<file path="src/rtl/matrix_stream_transposer.sv">
// matrix_stream_transposer: buffers a vecSize x vecSize byte matrix row-wise, emits it column-wise; MATRIX_STREAM_BYPASS_EN adds a per-matrix row bypass
module matrix_stream_transposer #(
  parameter int regSize = 32,
  parameter int vecSize = 4
) (
  input  logic               clk,
  input  logic               rst_n,
  input  logic               clr,
  input  logic               in_valid,
  output logic               in_ready,
  input  logic [regSize-1:0] in_data,
`ifdef MATRIX_STREAM_BYPASS_EN
  input  logic               bypass,
`endif
  output logic               out_valid,
  input  logic               out_ready,
  output logic [regSize-1:0] out_data,
  output logic               out_last,
  output logic               busy
);
  localparam int IW = vecSize > 1 ? $clog2(vecSize) : 1;
  localparam logic [IW-1:0] LAST = IW'(vecSize - 1);
  typedef enum logic {FILL, DRAIN} state_t;
  state_t state, state_nx;
  logic [IW-1:0] idx, idx_nx;
  logic [regSize-1:0] mem [vecSize];
  logic [regSize-1:0] col, drain_word;
  logic in_fire, out_fire, at_last;
  if (regSize != 8 * vecSize) begin : g_chk
    $error("regSize must equal 8*vecSize");
  end
  assign in_ready  = state == FILL;
  assign out_valid = state == DRAIN;
  assign in_fire   = in_valid & in_ready;
  assign out_fire  = out_valid & out_ready;
  assign at_last   = idx == LAST;
  assign out_last  = out_valid & at_last;
  assign busy      = (state == DRAIN) | (idx != '0);
  always_comb begin
    state_nx = state;
    idx_nx   = idx;
    if (clr) begin
      state_nx = FILL;
      idx_nx   = '0;
    end else if (in_fire | out_fire) begin
      idx_nx   = at_last ? '0 : idx + 1'b1;
      state_nx = at_last ? (in_fire ? DRAIN : FILL) : state;
    end
  end
  always_ff @(posedge clk or negedge rst_n) begin
    if (!rst_n) begin
      state <= FILL;
      idx   <= '0;
    end else begin
      state <= state_nx;
      idx   <= idx_nx;
    end
  end
  always_ff @(posedge clk or negedge rst_n) begin
    if (!rst_n) begin
      for (int i = 0; i < vecSize; i++) mem[i] <= '0;
    end else if (in_fire & ~clr) begin
      mem[idx] <= in_data;
    end
  end
  always_comb begin
    col = '0;
    for (int i = 0; i < vecSize; i++)
      for (int j = 0; j < vecSize; j++)
        if (idx == IW'(j)) col[regSize-1-8*i -: 8] = mem[i][regSize-1-8*j -: 8];
  end
`ifdef MATRIX_STREAM_BYPASS_EN
  logic byp_q;
  always_ff @(posedge clk or negedge rst_n) begin
    if (!rst_n) byp_q <= 1'b0;
    else if (in_fire & ~clr & (idx == '0)) byp_q <= bypass;
  end
  assign drain_word = byp_q ? mem[idx] : col;
`else
  assign drain_word = col;
`endif
  assign out_data = out_valid ? drain_word : '0;
endmodule

</file>
<file path="config.mk">
export PLATFORM = sky130hd
export DESIGN_NAME = matrix_stream_transposer
export DESIGN_NICKNAME = d
export VERILOG_FILES = /design/src/rtl/matrix_stream_transposer.sv
export SDC_FILE = /design/constraint.sdc
export NUM_CORES = 1
export LEC_CHECK = 0
export ABC_AREA = 1
export CORE_MARGIN = 3
export CORE_UTILIZATION = 58
export CTS_CLUSTER_DIAMETER = 80
export DETAILED_ROUTE_END_ITERATION = 8
export PLACE_DENSITY_LB_ADDON = 0.25
export SLEW_MARGIN = 10
export SYNTH_ARGS = -nofsm -noshare
export SYNTH_HDL_FRONTEND = slang
export SYNTH_SLANG_ARGS = --single-unit
</file>
<file path="constraint.sdc">
create_clock -name clk -period 3.8 [get_ports clk]
set_clock_uncertainty 0.05 [all_clocks]
set_input_delay 0.38 -clock clk [delete_from_list [all_inputs] [get_ports clk]]
set_output_delay 0.38 -clock clk [all_outputs]
set_load 0.02 [all_outputs]
</file>
### Word-level counts from Yosys, hierarchy flattened

Index checks and enable logic that the tools add are counted.

* add/sub/neg operators: 1
* $lt $le $gt $ge: 2
* equality and inequality tests: 3
* multiplexer cells: 27
* bitwise logic cells: 9
* reduce and logical (&&, ||, !) cells: 6

Operator list (number)
* bitwise mux 128 bit: 1
* two-way mux 8 bit: 16
* demux 32 bit (select 2 bit): 1
* two-way mux 32 bit: 2
* two-way mux 2 bit: 3
* nonzero test 2 bit: 3
* AND 1 bit: 4
* equality test 2 bit, second input constant: 2
* two-way mux 1 bit: 4
* greater-or-equal comparator 3 bit, second input constant: 1
* < comparator 3 x 1 -> 1 bit, second input constant: 1
* inverter 2 -> 3 bit: 1
* adder 2 x 1 -> 2 bit, second input constant: 1
* equality test 2 x 1 -> 1 bit, second input constant: 1
* zero test 2 bit: 1
* inverter 1 bit: 2
* OR 1 bit: 2
* AND reduction 2 bit: 1
* logical AND 1 bit: 1

* register bits after elaboration: 131
* input port bits: 37
* output and inout bits: 36
* logic and storage cells: 54

### Logic depth before layout (Yosys ltp)

Gate-level depths: netlist of the first run.

* depth in word-level cells: 6
* mapped depth: 8
* mapped depth without buffers: 8

### Worst setup path after synthesis of the first run

No wires, ideal clock.

* path type: register to output
* start: register idx[0]
* end: output port out_data[1]
* data arrival time: 1.581 ns
* required time: 3.370 ns
* setup slack: 1.789 ns
* cell stages (with the launch flop): 7
* path buffers: 2
* cells stage by stage: dfrtp_1 -> inv_1 -> ha_1 -> buf_2 -> buf_1 -> a21oi_1 -> a21oi_1

* cells in the longest elaborated chain, start to end: 6
* elaborated cells on any way between the ends: 9
* classes of those cells: eq/ne: 3; mux: 5; reduce/logical: 1

Ends and longest elaborated chain
* start, declared: RTL line 25 `logic [IW-1:0] idx, idx_nx;`
* start signal, assigned: RTL line 56 `idx <= idx_nx;`
* zero test 2 bit: RTL line 70 `if (idx == IW'(j)) col[regSize-1-8*i -: 8] = mem[i][regSize-1-8*j -: 8];`
* two-way mux 8 bit (3 in series): RTL line 70
* two-way mux 8 bit (*): RTL line 70
* two-way mux 32 bit (*): RTL line 82 `assign out_data = out_valid ? drain_word : '0;`
* end, declared: RTL line 17 `output logic [regSize-1:0] out_data,`

Every way passes the cells marked *; elsewhere a longest branch is shown, timed or not.

### Final worst setup path of the first run

* start: register idx[1]
* end: output port out_data[6]

The elaborated chain is that of the path after synthesis.

==> results of run 1 <==
-- synthesized netlist by cell type (all sizes together) --
cell type  number
nor3            1
a21oi          55
dfrtp         131
nand2         381
clkinv          2
inv            30
clkbuf         27
nor2           20
buf            35
o21ai          26
nand3         153
nand4           1
ha              4
-- stage by stage --
step                      hold WS (ns)  total power [mW]
after global placement           0.397              3.69
after global routing             0.434              5.66
after CTS                        0.418              5.32
after floorplan                 0.0344              3.25
final                            0.420              5.34
after detailed placement         0.404              3.77
-- worst max path at each step --
stage,slack [ns],endpoint,cells after the start,start
4_1_cts,0.31,out_data[3],8,idx[0]$_DFFE_PN0P_
2_1_floorplan,1.79,out_data[1],6,idx[0]$_DFFE_PN0P_
3_3_place_gp,1.01,out_data[6],7,idx[1]$_DFFE_PN0P_
6_report,0.31,out_data[6],7,idx[1]$_DFFE_PN0P_
5_1_grt,0.17,out_data[3],8,idx[0]$_DFFE_PN0P_
3_5_place_dp,0.93,out_data[3],7,idx[1]$_DFFE_PN0P_
-- cells by family after synthesis --
| kind of cell | Yosys count |
|---|---|
| and+or+nand+nor | 556 |
| DFF | 131 |
| buffers and inverters | 94 |
| AOI/OAI and AO/OA | 81 |
| adders and majority gates | 4 |
-- where the power goes --
part	switching, mW	internal [mW]
Sequential	0.384	2.01
Combinational	0.938	0.481
Clock	0.583	0.947
-- worst max-delay path: stages (launching register included) --
cell and delay, ns:
sky130_fd_sc_hd__dfrtp_1 0.42, sky130_fd_sc_hd__inv_1 0.10, sky130_fd_sc_hd__ha_2 0.32, sky130_fd_sc_hd__inv_1 0.45
sky130_fd_sc_hd__nand2_1 0.21, sky130_fd_sc_hd__nand3_1 0.10, sky130_fd_sc_hd__a21oi_1 0.25, sky130_fd_sc_hd__clkdlybuf4s50_1 0.66
-- area by class of cell --
type	count	area, um2
Fill cell	859	3150
Multi-Input combinational cell	641	2760
Timing Repair Buffer	89	873
Clock buffer	21	449
Sequential cell	131	3280
Tap cell	140	175
Clock inverter	7	85.1
Inverter	32	121
-- state kept, by name, summed over array words and instances, names as in the netlist --
name       flops
out_valid      1
mem          128
idx            2
-- per-layer routing --
layer  wire length, um  vias up  share of wire (%)
met5                 0        -                  0
met4              1080        0                5.2
met3              2390       85                 11
met2              9670      459                 46
met1              7730     3021                 37
li1                  -     2868                  -
==> impl_metrics.xml, run 1 <==
<?xml version="1.0" encoding="UTF-8"?>
<metrics>
  <group name="clock_tree">
    <metric name="cts.path.max_buffers" unit="">2</metric>
    <metric name="ctsHtreeMaxLevel" unit="">4</metric>
    <metric name="worst_setup_hold_path_clk_slew" unit="ns">0.06</metric>
    <metric name="clock-sinks" unit="">131</metric>
    <metric name="clk_root_buf" unit="">sky130_fd_sc_hd__clkbuf_8</metric>
    <metric name="tritoncts_clock_tree" unit="">yes</metric>
    <metric name="setup_repair_bufs_after_cts" unit="">0</metric>
    <metric name="clock_latency_on_the_worst_skew_pair" unit="ns">0.54</metric>
    <metric name="number_of_buffers_inserted_during_clock_tree_synthesis" unit="">17</metric>
    <metric name="cts_hold_buf" unit="">1</metric>
    <metric name="postCtsResizedCells" unit="">0</metric>
  </group>
  <group name="grt">
    <metric name="first_pass_grt_wire_length" unit="um">33400</metric>
    <metric name="grt.overflow.total" unit="">0</metric>
    <metric name="grt_most_used_layer" unit="">met2</metric>
    <metric name="grt_util_all_layers" unit="%">34.6</metric>
    <metric name="grt_max_degree" unit="">106</metric>
    <metric name="grt_antenna_before_repair" unit="">0</metric>
    <metric name="groute.layer.met2.usage" unit="%">53.0</metric>
    <metric name="grtUsageMet3" unit="%">9.08</metric>
    <metric name="grt_pass1_vias" unit="">6257</metric>
    <metric name="global_route_met1_usage" unit="%">45.9</metric>
  </group>
  <group name="setup_path">
    <metric name="arrival" unit="ns">3.06</metric>
    <metric name="worstPathMaxFanout" unit="">23</metric>
    <metric name="rr_startpoint" unit="">idx[0]$_DFFE_PN0P_</metric>
    <metric name="setup.worst_path.class" unit="">reg -&gt; out</metric>
    <metric name="worst_ep_required_time" unit="ns">3.37</metric>
    <metric name="worst_r2r_endpoint" unit="">mem[114]$_DFFE_PN0P_</metric>
    <metric name="setup.reg_to_reg.worst_slack" unit="ns">1.46</metric>
    <metric name="cp-end-kind" unit="">primary output</metric>
    <metric name="startpoint_type" unit="">flop</metric>
    <metric name="ff2ff_path_depth" unit="">7</metric>
  </group>
  <group name="yosys">
    <metric name="synth_adder_area_share" unit="%">0.770</metric>
    <metric name="most_area_consuming_cells_after_synthesis" unit="">sky130_fd_sc_hd__dfrtp_1 (50%), sky130_fd_sc_hd__nand2_1 (22%), sky130_fd_sc_hd__nand3_1 (12%)</metric>
    <metric name="post_synth_and_or_nand_nor_area_fraction" unit="%">35.3</metric>
    <metric name="synth_compound_gate_area_share" unit="%">6.24</metric>
    <metric name="synth_top_area_share" unit="%">50.4</metric>
    <metric name="avgSynthCellArea" unit="um2">7.51</metric>
    <metric name="seq_area_frac_synth" unit="%">50.4</metric>
    <metric name="post_synth_mux_area_share" unit="%">0</metric>
    <metric name="yosysTopAreaCell" unit="">sky130_fd_sc_hd__dfrtp_1</metric>
    <metric name="synthXorXnorAreaFrac" unit="%">0</metric>
    <metric name="synth.net_count" unit="">907</metric>
    <metric name="ys_ff_latch" unit="">131</metric>
    <metric name="number_of_library_cell_types_mapped_by_synthesis" unit="">19</metric>
    <metric name="post_synth_inst_count" unit="">866</metric>
    <metric name="synth_top_family_by_area" unit="">simple AND/OR/NAND/NOR gates</metric>
    <metric name="synthesis.yosys.warnings" unit="">0</metric>
    <metric name="post_synth_instance_area" unit="um2">6500</metric>
  </group>
  <group name="placement">
    <metric name="i_o_buffers" unit="">72</metric>
    <metric name="numPlacedInstances" unit="">1032</metric>
    <metric name="dpl_worst_slack" unit="ns">0.931</metric>
    <metric name="globalplace.congestion" unit="">0.941</metric>
    <metric name="place_hpwl" unit="um">13200</metric>
    <metric name="postPlaceCellArea" unit="um2">7200</metric>
  </group>
  <group name="sta">
    <metric name="worst_pin_slew" unit="ns">1.02</metric>
    <metric name="timing.final.hold_violations" unit="">0</metric>
    <metric name="layout_min_cycle_time" unit="ns">3.49</metric>
    <metric name="minimum_setup_slack_in_the_final_design" unit="ns">0.308</metric>
    <metric name="maxSlewHeadroom" unit="%">32.0</metric>
    <metric name="setup_repair_after_global_routing_missed_its_margin" unit="">no</metric>
    <metric name="max_freq" unit="MHz">286</metric>
    <metric name="finalSetupViolCount" unit="">0</metric>
    <metric name="totalNegativeSetupSlack" unit="ns">0</metric>
    <metric name="maxSlewViolCount" unit="">0</metric>
    <metric name="fin_crit_sh" unit="%">91.9</metric>
  </group>
  <group name="power_and_ir_drop">
    <metric name="power_leakage" unit="nW">3.98</metric>
    <metric name="power_density" unit="nW/um2">690</metric>
    <metric name="vdd_drop_max" unit="mV">0.428</metric>
  </group>
  <group name="final_layout">
    <metric name="finalNonFillerCells" unit="">1061</metric>
    <metric name="antenna-diode-count" unit="">0</metric>
    <metric name="mostFrequentLayoutCells" unit="">sky130_fd_sc_hd__nand2_1 (380), sky130_fd_sc_hd__nand3_1 (153), sky130_fd_sc_hd__dfrtp_1 (131), sky130_fd_sc_hd__clkdlybuf4s50_1 (71), sky130_fd_sc_hd__a21oi_1 (55)</metric>
    <metric name="drive_gt1_share" unit="%">5.43</metric>
    <metric name="finished_core_util" unit="%">71.1</metric>
    <metric name="area_delta_synth_final" unit="%">19.1</metric>
    <metric name="postLayoutCellArea" unit="um2">7740</metric>
    <metric name="mostFrequentLayoutCell" unit="">sky130_fd_sc_hd__nand2_1</metric>
    <metric name="final_nets" unit="">953</metric>
  </group>
  <group name="run_status">
    <metric name="run_status" unit="">complete, no violations</metric>
  </group>
  <group name="run">
    <metric name="max-cap-violations" unit="">0</metric>
  </group>
  <group name="routing">
    <metric name="via_count" unit="">6433</metric>
    <metric name="remaining_drc_errors" unit="">0</metric>
    <metric name="avgViaCountPerCell" unit="">6.06</metric>
    <metric name="wirelength_per_cell" unit="um">19.7</metric>
    <metric name="firstDrtPassIters" unit="">6</metric>
    <metric name="detail_route.iter0.violations" unit="">935</metric>
    <metric name="antenna_left" unit="">0</metric>
    <metric name="detailed_route_wl" unit="um">20900</metric>
  </group>
  <group name="hold_path">
    <metric name="hold_path_startpoint" unit="">mem[101]$_DFFE_PN0P_</metric>
    <metric name="hold-path-cell-count" unit="">2</metric>
    <metric name="holdCritPathClass" unit="">reg -&gt; reg</metric>
    <metric name="hold-path-endpoint" unit="">mem[101]$_DFFE_PN0P_</metric>
  </group>
  <group name="floorplan">
    <metric name="core_area" unit="um2">10900</metric>
    <metric name="dieArea" unit="um2">12500</metric>
    <metric name="rows" unit="">38</metric>
    <metric name="floorplan.initialDensity" unit="%">59.7</metric>
    <metric name="floorplan.io_pins" unit="">73</metric>
    <metric name="fp.dieH" unit="um">112</metric>
    <metric name="die-width" unit="um">112</metric>
  </group>
</metrics>
Note: power is estimated with default switching activity, not from simulation.
==> inputs of run 2 (changes only) <==
--- a/config.mk
+++ b/config.mk
@@ -6,6 +6,7 @@
 export NUM_CORES = 1
 export LEC_CHECK = 0
 export ABC_AREA = 1
+export ABC_CLOCK_PERIOD_IN_PS = 3800
 export CORE_MARGIN = 3
 export CORE_UTILIZATION = 58
 export CTS_CLUSTER_DIAMETER = 80
==> results of run 2 <==
The final DEF is identical to that of run 1; final timing and power are the same.
==> inputs of run 3 (changes only) <==
--- a/config.mk
+++ b/config.mk
@@ -9,7 +9,7 @@
 export ABC_CLOCK_PERIOD_IN_PS = 3800
 export CORE_MARGIN = 3
 export CORE_UTILIZATION = 58
-export CTS_CLUSTER_DIAMETER = 80
+export CTS_CLUSTER_DIAMETER = 50
 export DETAILED_ROUTE_END_ITERATION = 8
 export PLACE_DENSITY_LB_ADDON = 0.25
 export SLEW_MARGIN = 10
==> results of run 3 <==
The final DEF is identical to that of run 1; final timing and power are the same.
